<file path="src/rtl/rv32i_multicycle_ctrl.sv">
// Multi-cycle RV32I control FSM.
// Sequences fetch/decode/execute/memory/writeback over a single shared
// instruction/data memory port, counts retired instructions and parks in
// TRAP on illegal opcodes, SYSTEM instructions or a stalled memory access.
//
// state     | meaning
// ----------+------------------------------------------------------------
// BOOT      | first cycle after reset, nothing asserted
// FETCH     | request instruction at PC, load IR on ready
// DECODE    | classify opcode, trap on SYSTEM or unknown opcodes
// EXECUTE   | ALU operand select; branches resolve and retire here
// MEM       | load/store data access at ALU result address
// WRITEBACK | register file write and PC update, retire
// TRAP      | halted until reset, trap_cause held
module rv32i_multicycle_ctrl #(
  parameter int unsigned MEM_TIMEOUT = 255,
  parameter int unsigned CNT_W       = 32
) (
  input  logic             clk,
  input  logic             rst_n,
  input  logic [31:0]      instr,
  input  logic             mem_ready,
  input  logic             branch_taken,
  output logic             mem_req,
  output logic             mem_we,
  output logic             mem_instr,
  output logic             ir_we,
  output logic             dr_we,
  output logic             rf_we,
  output logic             pc_we,
  output logic [1:0]       pc_sel,
  output logic             alu_a_sel,
  output logic             alu_b_sel,
  output logic [1:0]       wb_sel,
  output logic             halted,
  output logic [1:0]       trap_cause,
  output logic [CNT_W-1:0] instret
);

  localparam logic [6:0] OPC_OP     = 7'b0110011;
  localparam logic [6:0] OPC_OP_IMM = 7'b0010011;
  localparam logic [6:0] OPC_LOAD   = 7'b0000011;
  localparam logic [6:0] OPC_STORE  = 7'b0100011;
  localparam logic [6:0] OPC_BRANCH = 7'b1100011;
  localparam logic [6:0] OPC_JAL    = 7'b1101111;
  localparam logic [6:0] OPC_JALR   = 7'b1100111;
  localparam logic [6:0] OPC_LUI    = 7'b0110111;
  localparam logic [6:0] OPC_AUIPC  = 7'b0010111;
  localparam logic [6:0] OPC_SYSTEM = 7'b1110011;

  localparam logic [1:0] CAUSE_ILLEGAL = 2'b01;
  localparam logic [1:0] CAUSE_SYSTEM  = 2'b10;
  localparam logic [1:0] CAUSE_BUS     = 2'b11;

  // The last waiting cycle allowed: trap fires when this many cycles have
  // already been waited and ready is still low.
  localparam logic [15:0] TO_LAST = 16'(MEM_TIMEOUT - 1);

  typedef enum logic [2:0] {
    S_BOOT,
    S_FETCH,
    S_DECODE,
    S_EXECUTE,
    S_MEM,
    S_WRITEBACK,
    S_TRAP
  } state_t;

  state_t           state_q, state_d;
  logic [1:0]       cause_q, cause_d;
  logic [15:0]      to_cnt_q, to_cnt_d;
  logic [CNT_W-1:0] instret_q, instret_d;
  logic             retire;

  logic [6:0] opcode;
  logic [4:0] rd;
  logic       is_op, is_op_imm, is_load, is_store, is_branch;
  logic       is_jal, is_jalr, is_lui, is_auipc, is_system, is_legal;
  logic       to_expired;
  logic       unused_instr_bits;

  assign opcode = instr[6:0];
  assign rd     = instr[11:7];
  assign unused_instr_bits = ^instr[31:12];

  assign is_op     = (opcode == OPC_OP);
  assign is_op_imm = (opcode == OPC_OP_IMM);
  assign is_load   = (opcode == OPC_LOAD);
  assign is_store  = (opcode == OPC_STORE);
  assign is_branch = (opcode == OPC_BRANCH);
  assign is_jal    = (opcode == OPC_JAL);
  assign is_jalr   = (opcode == OPC_JALR);
  assign is_lui    = (opcode == OPC_LUI);
  assign is_auipc  = (opcode == OPC_AUIPC);
  assign is_system = (opcode == OPC_SYSTEM);
  assign is_legal  = is_op | is_op_imm | is_load | is_store | is_branch |
                     is_jal | is_jalr | is_lui | is_auipc;

  assign to_expired = (to_cnt_q >= TO_LAST);

  // State, timeout counter, trap cause and retire counter registers.
  always_ff @(posedge clk or negedge rst_n) begin
    if (!rst_n) begin
      state_q   <= S_BOOT;
      cause_q   <= 2'b00;
      to_cnt_q  <= 16'd0;
      instret_q <= '0;
    end else begin
      state_q   <= state_d;
      cause_q   <= cause_d;
      to_cnt_q  <= to_cnt_d;
      instret_q <= instret_d;
    end
  end

  // Next-state and datapath controls from state, opcode and mem_ready.
  always_comb begin
    state_d   = state_q;
    cause_d   = cause_q;
    to_cnt_d  = 16'd0;
    retire    = 1'b0;
    mem_req   = 1'b0;
    mem_we    = 1'b0;
    mem_instr = 1'b0;
    ir_we     = 1'b0;
    dr_we     = 1'b0;
    rf_we     = 1'b0;
    pc_we     = 1'b0;
    pc_sel    = 2'b00;
    alu_a_sel = 1'b0;
    alu_b_sel = 1'b0;
    wb_sel    = 2'b00;
    halted    = 1'b0;

    unique case (state_q)
      S_BOOT: begin
        state_d = S_FETCH;
      end

      S_FETCH: begin
        mem_req   = 1'b1;
        mem_instr = 1'b1;
        if (mem_ready) begin
          ir_we   = 1'b1;
          state_d = S_DECODE;
        end else if (to_expired) begin
          state_d = S_TRAP;
          cause_d = CAUSE_BUS;
        end else begin
          to_cnt_d = to_cnt_q + 16'd1;
        end
      end

      S_DECODE: begin
        if (is_system) begin
          state_d = S_TRAP;
          cause_d = CAUSE_SYSTEM;
        end else if (!is_legal) begin
          state_d = S_TRAP;
          cause_d = CAUSE_ILLEGAL;
        end else begin
          state_d = S_EXECUTE;
        end
      end

      S_EXECUTE: begin
        alu_a_sel = is_auipc;
        alu_b_sel = !(is_op || is_branch);
        if (is_load || is_store) begin
          state_d = S_MEM;
        end else if (is_branch) begin
          pc_we   = 1'b1;
          pc_sel  = branch_taken ? 2'b01 : 2'b00;
          retire  = 1'b1;
          state_d = S_FETCH;
        end else begin
          state_d = S_WRITEBACK;
        end
      end

      S_MEM: begin
        mem_req = 1'b1;
        mem_we  = is_store;
        if (mem_ready) begin
          if (is_store) begin
            pc_we   = 1'b1;
            retire  = 1'b1;
            state_d = S_FETCH;
          end else begin
            dr_we   = 1'b1;
            state_d = S_WRITEBACK;
          end
        end else if (to_expired) begin
          state_d = S_TRAP;
          cause_d = CAUSE_BUS;
        end else begin
          to_cnt_d = to_cnt_q + 16'd1;
        end
      end

      S_WRITEBACK: begin
        rf_we = (rd != 5'd0);
        if (is_load)                wb_sel = 2'b01;
        else if (is_jal || is_jalr) wb_sel = 2'b10;
        else if (is_lui)            wb_sel = 2'b11;
        else                        wb_sel = 2'b00;
        pc_we = 1'b1;
        if (is_jal)       pc_sel = 2'b01;
        else if (is_jalr) pc_sel = 2'b10;
        else              pc_sel = 2'b00;
        retire  = 1'b1;
        state_d = S_FETCH;
      end

      S_TRAP: begin
        halted = 1'b1;
      end

      default: begin
        state_d = S_BOOT;
      end
    endcase
  end

  assign instret_d  = instret_q + (retire ? CNT_W'(1) : CNT_W'(0));
  assign instret    = instret_q;
  assign trap_cause = cause_q;

endmodule
</file>
<file path="config.mk">
export PLATFORM = sky130hd
export DESIGN_NAME = rv32i_multicycle_ctrl
export DESIGN_NICKNAME = d
export VERILOG_FILES = /design/src/rtl/rv32i_multicycle_ctrl.sv
export SDC_FILE = /design/constraint.sdc
export NUM_CORES = 1
export LEC_CHECK = 0
export ABC_CLOCK_PERIOD_IN_PS = 3300
export CORE_ASPECT_RATIO = 1.4
export CORE_MARGIN = 1.5
export CORE_UTILIZATION = 46
export DETAILED_ROUTE_END_ITERATION = 8
export HOLD_SLACK_MARGIN = 0.15
export PLACE_DENSITY = 0.85
export SYNTH_ARGS = -nofsm -noshare
export SYNTH_HDL_FRONTEND = slang
export SYNTH_SLANG_ARGS = --single-unit
</file>
<file path="constraint.sdc">
create_clock -name clk -period 3.3 [get_ports clk]
set_input_delay 0.495 -clock clk [delete_from_list [all_inputs] [get_ports clk]]
set_output_delay 0.495 -clock clk [all_outputs]
set_load 0.005 [all_outputs]
</file>
Word-level counts from Yosys, hierarchy flattened
Index checks and enable logic that the tools add are counted.
{"block": "word_totals", "reg_bits": 53, "elab_cells": 89, "inputBits": 36, "output_inout_bits": 48}
{"block": "classes", "n_addsub": 2, "n_reduce_logical": 10, "order_cmp": 1, "n_eq_ne": 19, "bitwise_logic": 8, "mux": 45}
{"operator": "2-to-1 mux 16 bit", "n": 3}
{"operator": "adder 32 x 1 -> 32 bit", "n": 1}
{"operator": "equality test 7 bit (second input constant)", "n": 4}
{"operator": "2-to-1 mux 3 bit", "n": 8}
{"operator": "equality test 7 x 6 -> 1 bit (second input constant)", "n": 3}
{"operator": "2-to-1 mux 1 bit", "n": 20}
{"operator": "2-to-1 mux 2 bit", "n": 10}
{"operator": "one-hot mux 3 bit (6 select lines)", "n": 1}
{"operator": "adder 16 x 1 -> 16 bit (second input constant)", "n": 1}
{"operator": ">= comparator 16 x 8 -> 1 bit (second input constant)", "n": 1}
{"operator": "equality test 7 x 5 -> 1 bit (second input constant)", "n": 2}
{"operator": "equality test 3 bit (second input constant)", "n": 3}
{"operator": "bitwise OR 1 bit", "n": 8}
{"operator": "one-hot mux 2 bit (2 select lines)", "n": 2}
{"operator": "equality test 7 x 2 -> 1 bit (second input constant)", "n": 1}
{"operator": "equality test 3 x 2 -> 1 bit (second input constant)", "n": 2}
{"operator": "nonzero test 5 bit", "n": 1}
{"operator": "AND reduction 4 bit", "n": 1}
{"operator": "OR reduction 2 bit", "n": 2}
{"operator": "equality test 3 x 1 -> 1 bit (second input constant)", "n": 1}
{"operator": "logical NOT 3 bit", "n": 1}
{"operator": "logical OR 1 bit", "n": 3}
{"operator": "inequality test 3 bit (second input constant)", "n": 1}
{"operator": "one-hot mux 1 bit (3 select lines)", "n": 1}
{"operator": "4 further kinds", "n": 4}

Longest topological paths before layout
Gate-level depths: netlist of the first run.
{"block": "depth", "ltp_word": 12, "mapped_depth": 12, "depth_no_buf": 11}

Worst setup path after synthesis of the first run
No wires, ideal clock.
{"block": "synth_path", "path_kind": "register to register", "start": "register state_q[1]", "end": "register instret_q[18] (netlist: instret[18])", "slack_ps": 392, "synth_period_minus_slack_ps": 2908, "n_path_buf": 2, "required_time_ps": 3221, "t_arrival_ps": 2828, "setup_ps": 79, "stages_incl_launch_ff": 13, "cell_sequence": "dfrtp_1 -> clkbuf_1 -> inv_1 -> or2_2 -> o32ai_1 -> ha_1 -> ha_1 -> inv_1 -> or2_1 -> buf_6 -> or3_4 -> nor3_2 -> xor2_1"}
{"block": "synth_between", "elab_chain_len": 4, "word_cells_on_any_way": 6, "classes_between": "add/sub (1); eq/ne (3); mux (2)"}
{"item": "from (decl)", "line": "69", "source": "state_t state_q, state_d;"}
{"item": "from (signal assigned)", "line": "109", "source": "state_q <= state_d;"}
{"item": "equality test 3 bit or equality test 3 x 2 -> 1 bit (tied branches)"}
{"item": "one-hot mux 1 bit (3 select lines) *"}
{"item": "via pc_we", "line": "30", "source": "output logic pc_we,"}
{"item": "2-to-1 mux 1 bit *", "line": "225", "source": "assign instret_d = instret_q + (retire ? CNT_W'(1) : CNT_W'(0));"}
{"item": "adder 32 x 1 -> 32 bit *", "line": "225"}
{"item": "via instret_d[18]", "line": "72", "source": "logic [CNT_W-1:0] instret_q, instret_d;"}
{"item": "to (signal assigned)", "line": "112", "source": "instret_q <= instret_d;"}
{"item": "to (decl)", "line": "72"}
The timed path passes the listed nets; every way through them passes the cells marked *.
A chain may end at the register's enable or synchronous reset.

Worst setup path after layout of the first run
{"block": "layout_path", "start": "input port instr[2]", "end": "register instret_q[18] (netlist: instret[18])"}
{"block": "layout_between", "elab_chain_len": 6, "word_cells_on_any_way": 11, "classes_between": "add/sub (1); eq/ne (3); mux (6); reduce/logical (1)"}
{"item": "from (decl)", "line": "21", "source": "input logic [31:0] instr,"}
{"item": "equality test 7 x 6 -> 1 bit, or another cell as far along", "line": "89", "source": "assign is_store = (opcode == OPC_STORE);"}
{"item": "2-to-1 mux 1 bit, or another cell as far along", "line": "185", "source": "if (is_store) begin"}
{"item": "2-to-1 mux 1 bit, on equally long branches", "line": "184, 169"}
{"item": "one-hot mux 1 bit (3 select lines) *", "line": "135", "source": "unique case (state_q)"}
{"item": "2-to-1 mux 1 bit *", "line": "225"}
{"item": "adder 32 x 1 -> 32 bit *", "line": "225"}
{"item": "via instret_d[18]", "line": "72"}
Marks and branches as above.

==> results of run 1 <==
-- logic make-up after synthesis --
family | after synthesis | share of synthesized area, %
compound gates | 24 | 6.199
xor+xnor | 36 | 12.20
other cells | 1 | 0.1451
fa+ha+maj | 4 | 1.937
flops | 53 | 51.33
buf+inv | 14 | 2.421
simple gates | 123 | 25.76
-- power by group through the flow --
| stage | clock network [mW] | logic [mW] | registers, mW |
|---|---|---|---|
| final | 0.375 | 0.137 | 0.708 |
| after global routing | 0.412 | 0.149 | 0.714 |
| after floorplan | 0 | 0.0275 | 0.719 |
| after global placement | 0 | 0.134 | 0.718 |
| after CTS | 0.384 | 0.137 | 0.708 |
| after detailed placement | 0 | 0.137 | 0.721 |
-- registers in the layout, indices dropped and copies added, names as in the netlist --
register	count
instret	32
state_q	3
to_cnt_q	16
trap_cause	2
-- per-stage QoR --
step                      worst slack (ns)  power [mW]  instance area (um^2)  std cells
after global routing                0.1498       1.275                  3505        411
final                               0.3433       1.219                  3505        411
after detailed placement           0.05531      0.8581                  3408        403
after floorplan                     0.3924      0.7462                  2606        261
after CTS                           0.3451       1.229                  3505        411
after global placement             0.04444      0.8520                  3408        403
-- layer usage --
| layer | up-vias | part of all wire, % | wire length, um | track usage, % |
|---|---|---|---|---|
| met4 | 0 | 1.7 | 93 | 6.803 |
| met1 | 1036 | 42 | 2327 | 23.21 |
| met5 | - | 0 | 0 | 0 |
| met3 | 8 | 5.4 | 301 | 3.436 |
| li1 | 1050 | - | - | - |
| met2 | 73 | 51 | 2876 | 34.33 |
-- worst min-delay path by stage --
stage                              to  cells past startpoint   startpoint
final                     to_cnt_q[3]                      1        rst_n
after global routing      to_cnt_q[3]                      1        rst_n
after CTS                 to_cnt_q[3]                      1        rst_n
after detailed placement  instret[31]                      1  instret[31]
after global placement    instret[31]                      1  instret[31]
after floorplan            instret[0]                      0        rst_n
-- cells in the final DEF, fill, tap and decap left out, types with 2 or more instances in the layout --
cell,synthesis,final
a21oi_1,6,6
a31oi_1,2,2
and3_1,4,4
and4_1,3,3
buf_4,0,16
clkbuf_8,0,6
clkdlybuf4s50_1,0,62
conb_1,1,7
dfrtp_1,53,53
ha_1,4,4
inv_1,9,9
nand2_1,18,18
nand2b_1,6,6
nand3_1,17,17
nand4_1,9,9
nor2_1,36,36
nor3_1,11,11
nor4_1,4,4
o21ai_0,5,5
o22a_1,2,2
or4_1,2,2
xnor2_1,18,18
xor2_1,18,18
-- layout make-up --
type / count / share of cell area (%)
Tap cell: 68 / 2.428
Inverter: 9 / 0.9639
Clock inverter: 2 / 0.3927
Timing Repair Buffer: 79 / 21.28
Clock buffer: 6 / 2.356
Sequential cell: 53 / 37.84
Multi-Input combinational cell: 194 / 34.74
==> results.ini, run 1 <==
[placed_design]
hpwl_um=4261
io_buffers=63
place_congestion=0.7940

[sta]
finalCritPeriodShare_pct=89.60
finalClockSkew_ns=0.009526
rsz0062_at_grt=no
hold_viol_final=0
min_period_ns=2.957
hold_slack_ns=0.1575
drv_slew=0
setup_viol=0
max_clock_freq_mhz=338.2
tightest_slew_ns=0.5894
setup-tns-final_ns=0
slew_headroom_pct=60.47

[logic_synthesis]
synth_edf_count=0
synth_top_flop_cell=dfrtp_1
synth_area_um2=2584
synth_seq_cells=53
synth_top_cell_area_share_pct=51.33
ys_seq_area_share_pct=51.33
netlist_instances=255
yosysTopAreaCell=dfrtp_1
synth.most_common_cell=dfrtp_1
avgSynthCellArea_um2=10.13
ys_top_cells_by_count=dfrtp_1, nor2_1, nand2_1, xnor2_1, xor2_1
async_flop_share_pct=100.0
synth_cell_types=46
synth.area.top_cells=dfrtp_1, xnor2_1, xor2_1, nor2_1, nand3_1
ys_warn_count=0

[floorplanning]
dieArea_um2=6082
core-area_um2=5445
die_h_um=91.68
start_util_pct=47.45
io_pins=84
num_rows=32
die_w_um=66.34

[power]
power_switching_share_pct=23.61
p_leak_nw=1.498
p_int_uw=931.6
ir_worst_vdd_mv=0.2949
switchingPower_uw=287.9
p_seq_share_pct=58.1
clkPwrFrac_pct=30.7
p_per_area_nw_per_um2=348.0
comb_power_share_pct=11.2

[worst_setup_path]
crit_path_frequent_cell=ha_1
worstSetupStartpointType=input port
r2r_slack_ns=0.39
slowest_stage=clkdlybuf4s50_1
path_cells=clkdlybuf4s50_1, nand4bb_4, nor3_1, a21oi_1, o32ai_1, ha_1, ha_1, inv_1, or2_1, or3_4, nor3_2, xor2_1
critPathLaunch=instr[2]
cp_max_fo=5
cp.depth=12
critPathArrivalTime_ns=3.18
cp-end-kind=flip-flop
rr_endpoint=instret[18]
path_class=input port to flip-flop
critical_path_buf_inv_count=2
crit_family=simple AND/OR/NAND/NOR gates
crit_end=instret[18]
r2r-start=state_q[2]
max_stage_delay_ns=0.43
critPathRequiredTime_ns=3.53
r2r_cells=10

[route]
routed_via_density=5.273
drc=0
first_iter_violations=73
wl_per_cell_um=13.62
firstDrtPassIters=4
vias=2167
final_antenna_net_count=0
wl_um=5599

[cts]
ctsRootBufferMaster=clkbuf_8
post_cts_buffers=0
post_cts_resized=0
path_clk_slew_ns=0.10
cts_buffers=5
clockBufferDepth=2
clkSinkCount=53
hold_buffers=0
clk_latency_ns=0.30
h-tree-depth=2
cts_tree=built

[run]
cap_violations=0

[final_layout]
multi_input_area_um2=1217
fin_nets=382
syn_to_final_growth_pct=35.64
drive_above_1_share_pct=9.329
antennaDiodeCount=0
utilization_pct=64.36
seqCellArea_um2=1326
fill_cells=484

[grt]
grtUsageTotal_pct=19.43
first_global_vias=2133
grt_start_max_net_pins=31
grt_overflow=0
grt_pass1_wl_um=9246
antenna_found_initial=0

[hold_path]
hold_class=input port to asynchronous set/reset pin

[outcome]
status=finished clean

No activity file was read; power rests on OpenSTA's default activity.
==> run 2: changes to the inputs <==
--- a/config.mk
+++ b/config.mk
@@ -5,11 +5,13 @@
 export SDC_FILE = /design/constraint.sdc
 export NUM_CORES = 1
 export LEC_CHECK = 0
+export ABC_AREA = 1
 export ABC_CLOCK_PERIOD_IN_PS = 3300
 export CORE_ASPECT_RATIO = 1.4
 export CORE_MARGIN = 1.5
-export CORE_UTILIZATION = 46
+export CORE_UTILIZATION = 47
 export DETAILED_ROUTE_END_ITERATION = 8
+export GPL_TIMING_DRIVEN = 1
 export HOLD_SLACK_MARGIN = 0.15
 export PLACE_DENSITY = 0.85
 export SYNTH_ARGS = -nofsm -noshare
==> results.ini, run 2 <==
[power]
comb_power_share_pct=29.7  ; was 11.2%
switchingPower_uw=505.1  ; was 287.9 uW
clkPwrFrac_pct=21.8  ; was 30.7%
total_power_mw=1.610  ; was 1.219 mW
ir_worst_vdd_mv=0.3659  ; was 0.2949 mV
p_per_area_nw_per_um2=443.5  ; was 348.0 nW/um^2
p_int_mw=1.105  ; was 931.6 uW
p_leak_nw=1.649  ; was 1.498 nW
power_switching_share_pct=31.37  ; was 23.61%
p_seq_share_pct=48.6  ; was 58.1%

[worst_setup_path]
crit_end=pc_we  ; was instret[18]
critical_path_buf_inv_count=4  ; was 2
path_cells=clkdlybuf4s50_1, inv_1, nand2_1, nor2_1, nand2_1, o311ai_0, buf_4, clkdlybuf4s50_1  ; was clkdlybuf4s50_1, nand4bb_4, nor3_1, a21oi_1, o32ai_1, ha_1, ha_1, inv_1, or2_1, or3_4, nor3_2, xor2_1
critPathRequiredTime_ns=2.80  ; was 3.53 ns
worstSetupStartpointType=input port  ; unchanged
cp.depth=8  ; was 12
path_class=input port to primary output  ; was input port to flip-flop
r2r-start=state_q[0]  ; was state_q[2]
r2r_cells=14  ; was 10
max_stage_delay_ns=0.61  ; was 0.43 ns
cp-end-kind=primary output  ; was flip-flop
slowest_stage=o311ai_0  ; was clkdlybuf4s50_1
critPathLaunch=instr[4]  ; was instr[2]
r2r_slack_ns=0.49  ; was 0.39 ns
crit_family=buffers and inverters  ; was simple AND/OR/NAND/NOR gates
critPathArrivalTime_ns=2.70  ; was 3.18 ns
cp_max_fo=4  ; was 5
rr_endpoint=instret[26]  ; was instret[18]

[floorplanning]
start_util_pct=49.29  ; was 47.45%
num_rows=32  ; unchanged
die_h_um=93.72  ; was 91.68 um
core-area_um2=5605  ; was 5445 um^2
dieArea_um2=6353  ; was 6082 um^2
io_pins=84  ; unchanged
die_w_um=67.80  ; was 66.34 um

[logic_synthesis]
synth_top_cell_area_share_pct=48.01  ; was 51.33%
synth_cell_types=29  ; was 46
netlist_instances=334  ; was 255
synth_compound_gate_area_share_pct=2.536  ; was 6.199%
ys_seq_area_share_pct=48.01  ; was 51.33%
async_flop_share_pct=100.0  ; unchanged
synth_area_um2=2763  ; was 2584 um^2
ys_top_cells_by_count=nand2_1, nor2_1, dfrtp_1  ; was dfrtp_1, nor2_1, nand2_1, xnor2_1, xor2_1
synth_simple_gate_area_share_pct=33.42  ; was 25.76%
synth.most_common_cell=nand2_1  ; was dfrtp_1
yosysTopAreaCell=dfrtp_1  ; unchanged
synth_top_flop_cell=dfrtp_1  ; unchanged
synth-xor-area-share_pct=10.14  ; was 12.20%
synthAdderAreaFrac_pct=1.812  ; was 1.937%
synth_top_family_by_area=simple AND/OR/NAND/NOR gates  ; unchanged
ys_warn_count=0  ; unchanged
synth_edf_count=0  ; unchanged
yosys-mux-area-fraction_pct=0  ; unchanged
avgSynthCellArea_um2=8.271  ; was 10.13 um^2
synth.area.top_cells=dfrtp_1, nand2_1, nor2_1, xor2_1, xnor2_1  ; was dfrtp_1, xnor2_1, xor2_1, nor2_1, nand3_1
synth_seq_cells=53  ; unchanged

[cts]
hold_buffers=0  ; unchanged
cts_buffers=5  ; unchanged
post_cts_buffers=0  ; unchanged
post_cts_resized=0  ; unchanged
clk_latency_ns=0.31  ; was 0.30 ns
path_clk_slew_ns=0.10  ; about the same
h-tree-depth=2  ; unchanged
clockBufferDepth=2  ; unchanged
cts_tree=built  ; unchanged
clkSinkCount=53  ; unchanged
ctsRootBufferMaster=clkbuf_8  ; unchanged

[final_layout]
largest_reg_flops=32  ; unchanged
syn_to_final_growth_pct=31.43  ; was 35.64%
mostFrequentLayoutCells=nand2_1, clkdlybuf4s50_1, nor2_1  ; was clkdlybuf4s50_1, dfrtp_1, nor2_1
drive_above_1_share_pct=7.416  ; was 9.329%
fill_cells=481  ; was 484
final_common_cell=nand2_1  ; was clkdlybuf4s50_1
final_cell_area_um2=3631  ; was 3505 um^2
fin_nets=457  ; was 382
antennaDiodeCount=0  ; unchanged

[route]
wl_per_cell_um=13.45  ; was 13.62 um
wl_um=6536  ; was 5599 um
routed_via_density=5.216  ; was 5.273
firstDrtPassIters=4  ; unchanged
drc=0  ; unchanged
first_iter_violations=136  ; was 73
final_antenna_net_count=0  ; unchanged
vias=2535  ; was 2,167

[grt]
grtUsageTotal_pct=22.55  ; was 19.43%
grt_start_max_net_pins=54  ; was 31
first_global_vias=2524  ; was 2,133
grt_overflow=0  ; unchanged
antenna_found_initial=0  ; unchanged
grt_pass1_wl_um=10900  ; was 9246 um

[placed_design]
place_congestion=0.9687  ; was 0.7940
hpwl_um=5161  ; was 4261 um
io_buffers=63  ; unchanged
place_ws_ns=-0.1175  ; was 0.05531 ns
place_area_um2=3548  ; was 3408 um^2

[sta]
tightest_slew_ns=1.111  ; was 0.5894 ns
max_clock_freq_mhz=312.9  ; was 338.2 MHz
finalCritPeriodShare_pct=96.85  ; was 89.60%
setup_viol=0  ; unchanged
rsz0062_at_grt=no  ; unchanged
slew_headroom_pct=25.92  ; was 60.47%
drv_slew=0  ; unchanged
finalClockSkew_ns=0.01180  ; was 0.009526 ns
min_period_ns=3.196  ; was 2.957 ns
setup-tns-final_ns=0  ; unchanged
hold_viol_final=0  ; unchanged
finalWorstSetupSlack_ns=0.1039  ; was 0.3433 ns

[hold_path]
hold_class=input port to asynchronous set/reset pin  ; unchanged

[run]
cap_violations=0  ; unchanged

[outcome]
status=finished clean  ; unchanged

[run 2: worst min-delay path by stage]
stage | end | slack (ns) | cells past startpoint
floorplan | instret[0] | 0.20 | 0
detailed placement | trap_cause[1] | 0.46 | 2
global route | instret[15] | 0.49 | 1
CTS | instret[15] | 0.44 | 1
finish | instret[31] | 0.38 | 1
global placement | trap_cause[0] | 0.46 | 2
[run 2: power by group through the flow]
stage               clock (mW)  sequential [mW]  combinational (mW)
finish                   0.350            0.782               0.478
global route             0.389            0.793               0.533
detailed placement           0            0.793               0.482
floorplan                    0            0.784               0.223
CTS                      0.358            0.781               0.484
global placement             0            0.791               0.465
[run 2: layout make-up]
cell class | count | area, um^2 | share of cell area (%)
sequential | 53 | 1326 | 36.53
tap | 68 | 85.08 | 2.343
multi-input combinational | 258 | 1350 | 37.18
clock inverter | 2 | 10.01 | 0.2757
timing repair buffer | 70 | 678.2 | 18.68
inverter | 29 | 108.9 | 2.998
clock buffer | 6 | 72.57 | 1.999
[run 2: logic make-up (layout without fill, tap and decap cells)]
family,count (synthesis),in the layout
AO/OA/AOI/OAI,12,12
XOR/XNOR,32,32
adder cells (fa/ha/maj),4,4
buffers and inverters,29,107
flip-flops,53,53
other,1,7
AND/OR/NAND/NOR,203,203
[run 2: per-layer routing]
metal,global-route usage (%),up-vias,wire [um]
met1,23.87,1166,2375
met4,10.33,0,218
li1,-,1237,-
met2,41.58,109,3556
met3,4.197,23,385
met5,0,-,0
[run 2: worst register-to-register path: cells and delay by family, from the launching register on]
| family | cells | cell delay [ns] |
|---|---|---|
| AO/OA/AOI/OAI | 1 | 0.65 |
| adder cells (fa/ha/maj) | 2 | 0.50 |
| flip-flops | 1 | 0.43 |
| AND/OR/NAND/NOR | 11 | 1.14 |
[run 2: stage by stage]
step / util, % / std cells / hold WS [ns]
after floorplan: - / 340 / 0.1994
after global placement: 63.30 / 478 / 0.4598
after detailed placement: 63.30 / 478 / 0.4596
after CTS: 64.78 / 486 / 0.4406
after global routing: 64.78 / 486 / 0.4893
final: 64.78 / 486 / 0.3830
